**src/rtl/ahb_slave_port_arbiter_pkg.sv**
```systemverilog
// Shared AHB types and helpers for the slave-port arbiter.
// Burst length decode lives here so the interconnect can reuse it.
package ahb_slave_port_arbiter_pkg;

  typedef enum logic [1:0] {
    HT_IDLE   = 2'd0,
    HT_BUSY   = 2'd1,
    HT_NONSEQ = 2'd2,
    HT_SEQ    = 2'd3
  } htrans_e;

  typedef enum logic [2:0] {
    HB_SINGLE = 3'd0,
    HB_INCR   = 3'd1,
    HB_WRAP4  = 3'd2,
    HB_INCR4  = 3'd3,
    HB_WRAP8  = 3'd4,
    HB_INCR8  = 3'd5,
    HB_WRAP16 = 3'd6,
    HB_INCR16 = 3'd7
  } hburst_e;

  typedef enum logic [1:0] {
    ARB   = 2'd0,
    BURST = 2'd1,
    LOCK  = 2'd2
  } arb_state_e;

  // Beats left after the NONSEQ; 0 means open-ended INCR.
  function automatic logic [3:0] burst_beats(input hburst_e hb);
    unique case (hb)
      HB_WRAP4,  HB_INCR4:  burst_beats = 4'd3;
      HB_WRAP8,  HB_INCR8:  burst_beats = 4'd7;
      HB_WRAP16, HB_INCR16: burst_beats = 4'd15;
      default:              burst_beats = 4'd0;
    endcase
  endfunction

endpackage

```
**src/rtl/ahb_slave_port_arbiter_rr_picker.sv**
```systemverilog
// Round-robin picker: first set request at or after i_ptr, with wrap.
// Pure combinational; one-hot grant plus index.
module ahb_slave_port_arbiter_rr_picker #(
  parameter int N      = 4,
  parameter int MIDX_W = $clog2(N)
) (
  input  logic [N-1:0]      i_req,
  input  logic [MIDX_W-1:0] i_ptr,
  output logic [N-1:0]      o_gnt,
  output logic [MIDX_W-1:0] o_idx,
  output logic              o_vld
);

  logic [MIDX_W-1:0] w_k;

  always_comb begin
    o_gnt = '0;
    o_idx = '0;
    o_vld = 1'b0;
    w_k   = '0;
    for (int i = 0; i < N; i++) begin
      w_k = MIDX_W'((int'(i_ptr) + i) % N);
      if (!o_vld && i_req[w_k]) begin
        o_gnt[w_k] = 1'b1;
        o_idx      = w_k;
        o_vld      = 1'b1;
      end
    end
  end

endmodule

```
**src/rtl/ahb_slave_port_arbiter.sv**
```systemverilog
// Per-slave AHB arbiter: round-robin with lock priority and burst hold.
// Tracks address-phase and data-phase owners for the interconnect muxes.
module ahb_slave_port_arbiter
  import ahb_slave_port_arbiter_pkg::*;
#(
  parameter int NO_OF_MASTERS = 4,
  parameter int MIDX_W        = $clog2(NO_OF_MASTERS)
) (
  input  logic                       hclk,
  input  logic                       hresetn,
  input  logic [NO_OF_MASTERS-1:0]   req_i,
  input  logic [2*NO_OF_MASTERS-1:0] htrans_i,
  input  logic [3*NO_OF_MASTERS-1:0] hburst_i,
  input  logic [NO_OF_MASTERS-1:0]   hmastlock_i,
  input  logic                       hready_i,
  output logic [NO_OF_MASTERS-1:0]   grant_o,
  output logic [MIDX_W-1:0]          aphase_owner_o,
  output logic                       aphase_valid_o,
  output logic [MIDX_W-1:0]          dphase_owner_o,
  output logic                       dphase_valid_o,
  output logic                       locked_o
);

  arb_state_e          r_state;
  logic [MIDX_W-1:0]   r_rr_ptr;
  logic [MIDX_W-1:0]   r_owner;
  logic [3:0]          r_beat_cnt;
  logic [MIDX_W-1:0]   r_dph_owner;
  logic                r_dph_valid;

  htrans_e             w_trans [NO_OF_MASTERS];
  hburst_e             w_burst [NO_OF_MASTERS];
  logic [NO_OF_MASTERS-1:0] w_lreq;
  logic [NO_OF_MASTERS-1:0] w_lgnt;
  logic [NO_OF_MASTERS-1:0] w_pgnt;
  logic [NO_OF_MASTERS-1:0] w_sel_gnt;
  logic [NO_OF_MASTERS-1:0] w_own_gnt;
  logic [MIDX_W-1:0]   w_lidx;
  logic [MIDX_W-1:0]   w_pidx;
  logic [MIDX_W-1:0]   w_sel_idx;
  logic [MIDX_W-1:0]   w_next_ptr;
  logic                w_lvld;
  logic                w_pvld;
  logic                w_sel_vld;
  htrans_e             w_own_trans;
  logic                w_burst_rel;
  logic                w_lock_rel;
  logic                w_arb;

  for (genvar m = 0; m < NO_OF_MASTERS; m++) begin : g_unpack
    assign w_trans[m] = htrans_e'(htrans_i[2*m +: 2]);
    assign w_burst[m] = hburst_e'(hburst_i[3*m +: 3]);
  end

  assign w_lreq = req_i & hmastlock_i;

  ahb_slave_port_arbiter_rr_picker #(
    .N      (NO_OF_MASTERS),
    .MIDX_W (MIDX_W)
  ) u_lock_pick (
    .i_req (w_lreq),
    .i_ptr (r_rr_ptr),
    .o_gnt (w_lgnt),
    .o_idx (w_lidx),
    .o_vld (w_lvld)
  );

  ahb_slave_port_arbiter_rr_picker #(
    .N      (NO_OF_MASTERS),
    .MIDX_W (MIDX_W)
  ) u_plain_pick (
    .i_req (req_i),
    .i_ptr (r_rr_ptr),
    .o_gnt (w_pgnt),
    .o_idx (w_pidx),
    .o_vld (w_pvld)
  );

  assign w_sel_gnt = w_lvld ? w_lgnt : w_pgnt;
  assign w_sel_idx = w_lvld ? w_lidx : w_pidx;
  assign w_sel_vld = w_lvld | w_pvld;

  assign w_own_trans = w_trans[r_owner];

  // Holding owners give up the slave the same cycle they stop the sequence.
  assign w_burst_rel = (r_state == BURST) &&
                       (w_own_trans == HT_IDLE ||
                        w_own_trans == HT_NONSEQ);
  assign w_lock_rel  = (r_state == LOCK) &&
                       !hmastlock_i[r_owner] &&
                       (w_own_trans == HT_IDLE ||
                        w_own_trans == HT_NONSEQ);
  assign w_arb = (r_state == ARB) || w_burst_rel || w_lock_rel;

  always_comb begin
    w_own_gnt          = '0;
    w_own_gnt[r_owner] = 1'b1;
  end

  assign grant_o        = w_arb ? w_sel_gnt : w_own_gnt;
  assign aphase_owner_o = w_arb ? w_sel_idx : r_owner;
  assign aphase_valid_o = w_arb ? w_sel_vld : 1'b1;

  assign w_next_ptr = (w_sel_idx == MIDX_W'(NO_OF_MASTERS - 1)) ?
                      '0 : w_sel_idx + 1'b1;

  always_ff @(posedge hclk or negedge hresetn) begin
    if (!hresetn) begin
      r_state     <= ARB;
      r_rr_ptr    <= '0;
      r_owner     <= '0;
      r_beat_cnt  <= '0;
      r_dph_owner <= '0;
      r_dph_valid <= 1'b0;
    end else if (hready_i) begin
      r_dph_owner <= aphase_owner_o;
      r_dph_valid <= aphase_valid_o;
      if (w_arb) begin
        if (w_sel_vld) begin
          r_owner  <= w_sel_idx;
          r_rr_ptr <= w_next_ptr;
          if (hmastlock_i[w_sel_idx]) begin
            r_state    <= LOCK;
            r_beat_cnt <= '0;
          end else if (w_trans[w_sel_idx] == HT_NONSEQ &&
                       w_burst[w_sel_idx] != HB_SINGLE) begin
            r_state    <= BURST;
            r_beat_cnt <= burst_beats(w_burst[w_sel_idx]);
          end else begin
            r_state    <= ARB;
            r_beat_cnt <= '0;
          end
        end else begin
          r_state    <= ARB;
          r_beat_cnt <= '0;
        end
      end else if (r_state == BURST && w_own_trans == HT_SEQ) begin
        if (r_beat_cnt > 4'd1) begin
          r_beat_cnt <= r_beat_cnt - 4'd1;
        end else if (r_beat_cnt == 4'd1) begin
          r_state    <= ARB;
          r_beat_cnt <= '0;
        end
      end
    end
  end

  assign dphase_owner_o = r_dph_owner;
  assign dphase_valid_o = r_dph_valid;
  assign locked_o       = (r_state == LOCK);

endmodule

```
**config.mk**
```make
export PLATFORM = sky130hd
export DESIGN_NAME = ahb_slave_port_arbiter
export DESIGN_NICKNAME = d
export VERILOG_FILES = /design/src/rtl/ahb_slave_port_arbiter_pkg.sv /design/src/rtl/ahb_slave_port_arbiter_rr_picker.sv /design/src/rtl/ahb_slave_port_arbiter.sv
export SDC_FILE = /design/constraint.sdc
export NUM_CORES = 1
export LEC_CHECK = 0
export BUFFER_PORTS_ARGS = -buffer_cell sky130_fd_sc_hd__buf_4
export CELL_PAD_IN_SITES_DETAIL_PLACEMENT = 2
export CELL_PAD_IN_SITES_GLOBAL_PLACEMENT = 2
export CORE_ASPECT_RATIO = 1.25
export CORE_MARGIN = 1
export CORE_UTILIZATION = 29
export DETAILED_ROUTE_END_ITERATION = 6
export PLACE_DENSITY_LB_ADDON = 0.08
export RECOVER_POWER = 25
export SLEW_MARGIN = 20
export SYNTH_ARGS = -nofsm -noshare
export SYNTH_HDL_FRONTEND = slang
export SYNTH_SLANG_ARGS = --single-unit
```
**constraint.sdc**
```tcl
create_clock -name hclk -period 2.9 [get_ports hclk]
set_input_delay 0.145 -clock hclk [delete_from_list [all_inputs] [get_ports hclk]]
set_output_delay 0.145 -clock hclk [all_outputs]
set_load 0.02 [all_outputs]
```
Word level (Yosys, flattened, before mapping)
Index checks and enable logic that the tools add are counted.
{ "op_classes": {"mux": 84, "bitwise_logic": 10, "reduce_logical": 38, "eq_ne": 14, "addsub": 5, "magnitude_cmp": 14} }
{ "ops": {"columns": ["operator", "count"], "rows": [
  ["4-bit two-way mux", 17],
  ["2-bit two-way mux", 21],
  ["1-bit two-way mux", 25],
  ["4-bit OR", 6],
  ["1-bit binary-select mux with 2-bit select", 10],
  ["2-bit by 3-bit < comparator with 1-bit output, second input constant", 6],
  ["1-bit logical AND", 16],
  ["3-bit == test, second input constant", 4],
  ["4-bit one-hot mux with 3 select lines", 1],
  ["1-bit demux with 2-bit select", 5],
  ["2-bit == test, second input constant", 5],
  ["2-bit by 1-bit >= comparator with 1-bit output, second input constant", 5],
  ["2-bit binary-select mux with 2-bit select", 2],
  ["1-bit zero test", 7],
  ["3-bit binary-select mux with 2-bit select", 1],
  ["3-bit by 2-bit == test with 1-bit output, second input constant", 2],
  ["3-bit >= comparator, second input constant", 2],
  ["3-bit two-way mux", 2],
  ["2-bit inverter with 3-bit output", 2],
  ["3-bit AND reduction", 2],
  ["3-bit nonzero test", 2],
  ["2-bit OR reduction", 3],
  ["2-bit by 1-bit adder with 2-bit output, second input constant", 2],
  ["2-bit adder, second input constant", 2],
  ["11 further kinds", 15]
]} }
{ "totals": {"out_inout_bits": 11, "word_cells": 171, "input_bits": 31, "register_bits": 13} }

Longest topological paths before layout
{ "logic_depth": {"word_depth": 25, "ltp_mapped": 12, "ltp_nobuf": 10} }

Modules after synthesis
Synthesis repeated with hierarchy kept, for this count alone.
{ "unflattened": {"cells_unflattened": 227, "area_unflattened_um2": 2142.1} }
{ "by_module_without_submodules": {"columns": ["module", "area_per_inst_um2", "seq_area_each_um2", "cells_per_inst", "instances"], "rows": [
  ["ahb_slave_port_arbiter", 1298.7, 325.3, 137, 1],
  ["ahb_slave_port_arbiter_rr_picker", 421.7, 0.0, 45, 2]
]} }

Worst setup path before layout
No wires, ideal clock.
{ "synth_timing": {"path_type": "flip-flop to flip-flop", "from": "reg r_rr_ptr[1]", "to": "reg r_dph_owner[0], in the netlist dphase_owner_o[0]", "stages_incl_launch_ff": 11, "t_arrival_ns": 2.982, "setup_time_ns": 0.067, "n_path_buf": 1, "path_slack_ns": -0.149, "synth_period_minus_slack_ns": 3.049, "t_required_ns": 2.833, "path_cell_list": "dfrtp_1 > clkbuf_1 > inv_1 > ha_1 > mux4_2 > nor2b_4 > nor2_2 > xnor2_1 > o21ai_2 > mux2i_1 > mux2_2"} }
{ "synth_between": {"elab_chain_cells": 14, "elab_cells_between_ends": 48, "classes_between": "3 x add/sub; 33 x mux; 12 x reduce/logical"} }
{ "synth_lines": {"columns": ["element", "line", "rtl"], "rows": [
  ["from (decl)", "ahb_slave_port_arbiter.sv:25", "logic [MIDX_W-1:0] r_rr_ptr;"],
  ["from (signal assigned)", "ahb_slave_port_arbiter.sv:121", "r_rr_ptr <= w_next_ptr;"],
  ["parallel branches: the longest is 12 deep, another holds 2-bit by 1-bit adder with 2-bit output", null, null],
  ["2-bit two-way mux (*)", "ahb_slave_port_arbiter.sv:80", "assign w_sel_idx = w_lvld ? w_lidx : w_pidx;"],
  ["2-bit two-way mux (*)", "ahb_slave_port_arbiter.sv:101", "assign aphase_owner_o = w_arb ? w_sel_idx : r_owner;"],
  ["via aphase_owner_o[0]", "ahb_slave_port_arbiter.sv:17", "output logic [MIDX_W-1:0] aphase_owner_o,"],
  ["to (signal assigned)", "ahb_slave_port_arbiter.sv:116", "r_dph_owner <= aphase_owner_o;"],
  ["to (decl)", "ahb_slave_port_arbiter.sv:28", "logic [MIDX_W-1:0] r_dph_owner;"]
]} }
Mark *: on every way through the listed nets, which the timed path passes. The select of a mux whose other input is x is not followed.
A chain may end at the register's enable or synchronous reset.

Final worst setup path
{ "layout_timing": {"from": "reg r_rr_ptr[1]", "to": "reg r_beat_cnt[1]"} }
{ "layout_between": {"elab_chain_cells": 24, "elab_cells_between_ends": 75, "classes_between": "3 x add/sub; 7 x eq/ne; 46 x mux; 2 x bitwise; 17 x reduce/logical"} }
{ "layout_lines": {"columns": ["element", "line", "rtl"], "rows": [
  ["parallel branches: the longest is 22 deep, another holds 2-bit by 1-bit adder with 2-bit output", null, null],
  ["4-bit two-way mux (*)", "ahb_slave_port_arbiter.sv:119", "if (w_sel_vld) begin"],
  ["4-bit two-way mux (*)", "ahb_slave_port_arbiter.sv:118", "if (w_arb) begin"],
  ["to (signal assigned)", "ahb_slave_port_arbiter.sv:128", "r_beat_cnt <= burst_beats(w_burst[w_sel_idx]);"],
  ["to (signal assigned)", "ahb_slave_port_arbiter.sv:139", "r_beat_cnt <= r_beat_cnt - 4'd1;"],
  ["to (decl)", "ahb_slave_port_arbiter.sv:27", "logic [3:0] r_beat_cnt;"]
]} }
Every way passes the cells marked *. The select of a mux whose other input is x is not followed.

==> metrics <==
status=completed; commonest non-fill, non-tap cells in the layout=65 x buf_4, 30 x nand2_1, 20 x nor2_1; worst setup path category=reg2reg; number of vias per cell=5.68; Detailed Place HPWL=5.60 mm; ys flop type=dfrtp_1; slack of the worst reg-to-reg path=0.08 ns; Hold Violations, Final=0; Die Wd=73.9 microns; # DRC=0; GR Util All Layers=22.7%; CP required=3.07 ns; static leakage=1.05 nW; Critical Path, Cell by Cell=inv_2, ha_4, mux4_2, nor2b_4, nor2_2, xnor2_2, buf_4, o21a_4, o311ai_4, nand4b_4, o211ai_2; Die Y=91.8 microns; worst min-delay path class=in2reg; slew margin rel.=46.5%; nature of the critical path endpoint=flip-flop; Root Buffer=clkbuf_8; Max Slew Vio Count=0; post-route ant nets=0; GPL Wtd Cong=0.804; Yosys reg bits=13; syn nets=261; routed vias=2090; fin nets=321; core area=6210 sq um; die area=6780 sq um; cells after synthesis=224; Unique masters post-synth=62; CTS Buffer Depth=2; antenna violations before repair=0; pin count of the biggest net entering global routing=21; endpoints failing setup=0; Worst-Skew Late Latency=0.25 ns; fraction of layout instances using a drive strength above 1=36.0%; Max Cap Viol=0; EDFF count, synth=0; worst slew pin tran=0.802 ns; Num CTS Buffers=3; crit start category=flip-flop; wire per inst=19.6 microns; netlist area before placement=1870 sq um; Synth Area in XOR/XNOR=0.936%; Max VDD drop=516 uV; crit path max fanout=5; CTS H-tree lvls=1; yosys warns=0; mux cell area share after synthesis=16.8%; PwrDens=1260 nW/um^2; I/O pin count=42; final core occ=40.4%; Antenna diodes=0; vias in the first global route=2221; Slowest cell on crit path=mux4_2; Initial Util=30.2%; Multi-input gate area=1500 sq um; Post-Synth Simple-Gate Area=24.5%; clock skew=0.00524 ns; sequential element share of the synthesized area=17.4%; largest family of logic cells by synthesized area=compound AO/OA/AOI/OAI gates; final worst path period share=97.1%; FMAX=0.355 GHz; register area=325 sq um; commonest non-fill, non-tap cell in the layout=buf_4; CP arrival=2.99 ns; Port Buf Inserts=41; Pre-antenna DRT Iters=4; FP Rows=32; Synth async-reset ratio=100%; first-pass GRT wire length=11.7 mm; Avg Cell Area, Syn=8.36 sq um; drt initial violations=101; TritonCTS clock tree=built; Tot Pwr=3.15 mW; final wirelength=7.21 mm; Layout area overhead=34.0%; Final min period=2.82 ns; post-synthesis compound-gate area fraction=31.5%; clock-pin slew on the worst setup and hold paths=0.06 ns; Synth Area in Adders=4.01%; Slowest Stage Delay on Critical Path=0.54 ns; RSZ-0062 raised after global routing=true; clock tree sinks=13; number of fill cells in the layout=726; total grt overflow=0
==> registers in the layout, indices dropped and copies added (netlist names) <==
| register | count |
|---|---|
| r_beat_cnt | 4 |
| dphase_owner_o | 2 |
| r_owner | 2 |
| r_rr_ptr | 2 |
| r_state | 2 |
| dphase_valid_o | 1 |
==> metal layers <==
| metal | part of all wire (%) | up-vias | global-route usage, % |
|---|---|---|---|
| li1 | - | 979 | - |
| met3 | 1.3 | 6 | 1.21 |
| met2 | 56 | 37 | 43.7 |
| met4 | 0.80 | 0 | 4.01 |
| met5 | 0 | - | 0 |
| met1 | 41 | 1068 | 27.1 |
==> cell families after synthesis <==
family | count (synthesis)
AOI/OAI and AO/OA | 76
xor gates and xnor gates | 2
adders and majority gates | 6
buffers and inverters | 19
DFF | 13
muxes | 21
and+or+nand+nor | 87
==> layout make-up <==
class | count | share of cell area (%)
multi-input combinational | 192 | 59.9
timing repair buffer | 67 | 20.0
inverter | 7 | 1.05
clock inverter | 1 | 0.200
tap | 85 | 4.24
clock buffer | 3 | 1.65
sequential | 13 | 13.0
==> worst max-delay path, delay by kind of cell (launching register included) <==
| kind | cells | cell delay [ns] |
|---|---|---|
| simple gates | 3 | 0.43 |
| compound gates | 3 | 0.74 |
| fa+ha+maj | 1 | 0.27 |
| buf+inv | 2 | 0.21 |
| mux | 1 | 0.54 |
| xor+xnor | 1 | 0.16 |
| flops | 1 | 0.37 |
==> final timing paths <==
kind	startpoint	end	cells past startpoint
min in group asynchronous	hresetn	r_beat_cnt[1]	2
min reg2reg	dphase_owner_o[1]	dphase_owner_o[1]	1
max	r_rr_ptr[1]	r_beat_cnt[1]	11
max reg2reg	r_rr_ptr[1]	r_beat_cnt[1]	11
min	hready_i	dphase_valid_o	2
max in group asynchronous	hresetn	r_owner[0]	2
==> cell usage after synthesis (8+ instances only) <==
cell     number  area [sq um]
mux2i_1       9          90.1
mux4_2        8           180
nor2_1       20          75.1
dfrtp_1      13           325
nand2_1      30           113
o21ai_0      14          70.1
a21oi_1      10          50.1
==> report_power, final <==
| part | switching, mW | internal (mW) |
|---|---|---|
| logic | 1.44 | 1.19 |
| registers | 0.0897 | 0.261 |
| clock network | 0.0743 | 0.0951 |
==> stage by stage <==
stage / TNS [ns] / instances / area (sq um) / hold WS (ns) / worst slack, ns
global route: -0.0822 / 368 / 2510 / 0.174 / -0.0365
global placement: 0 / 354 / 2360 / 0.00627 / 0.229
detailed placement: 0 / 354 / 2360 / 0.00652 / 0.110
CTS: 0 / 361 / 2440 / 0.152 / 0.0238
finish: 0 / 368 / 2510 / 0.161 / 0.0833
floorplan: 0 / 224 / 1890 / -0.151 / 0.0603
==> timing repair <==
| item | in CTS | in global routing |
|---|---|---|
| buffers inserted | 2 | 7 |
| hold buffers | 1 | 0 |
| pin swaps | 1 | 7 |
| resized for setup | 2 | 5 |
| endpoints found under the setup margin | 1 | 10 |
| hold endpoints to repair | 13 | 0 |
(Power assumes the default switching activity.)
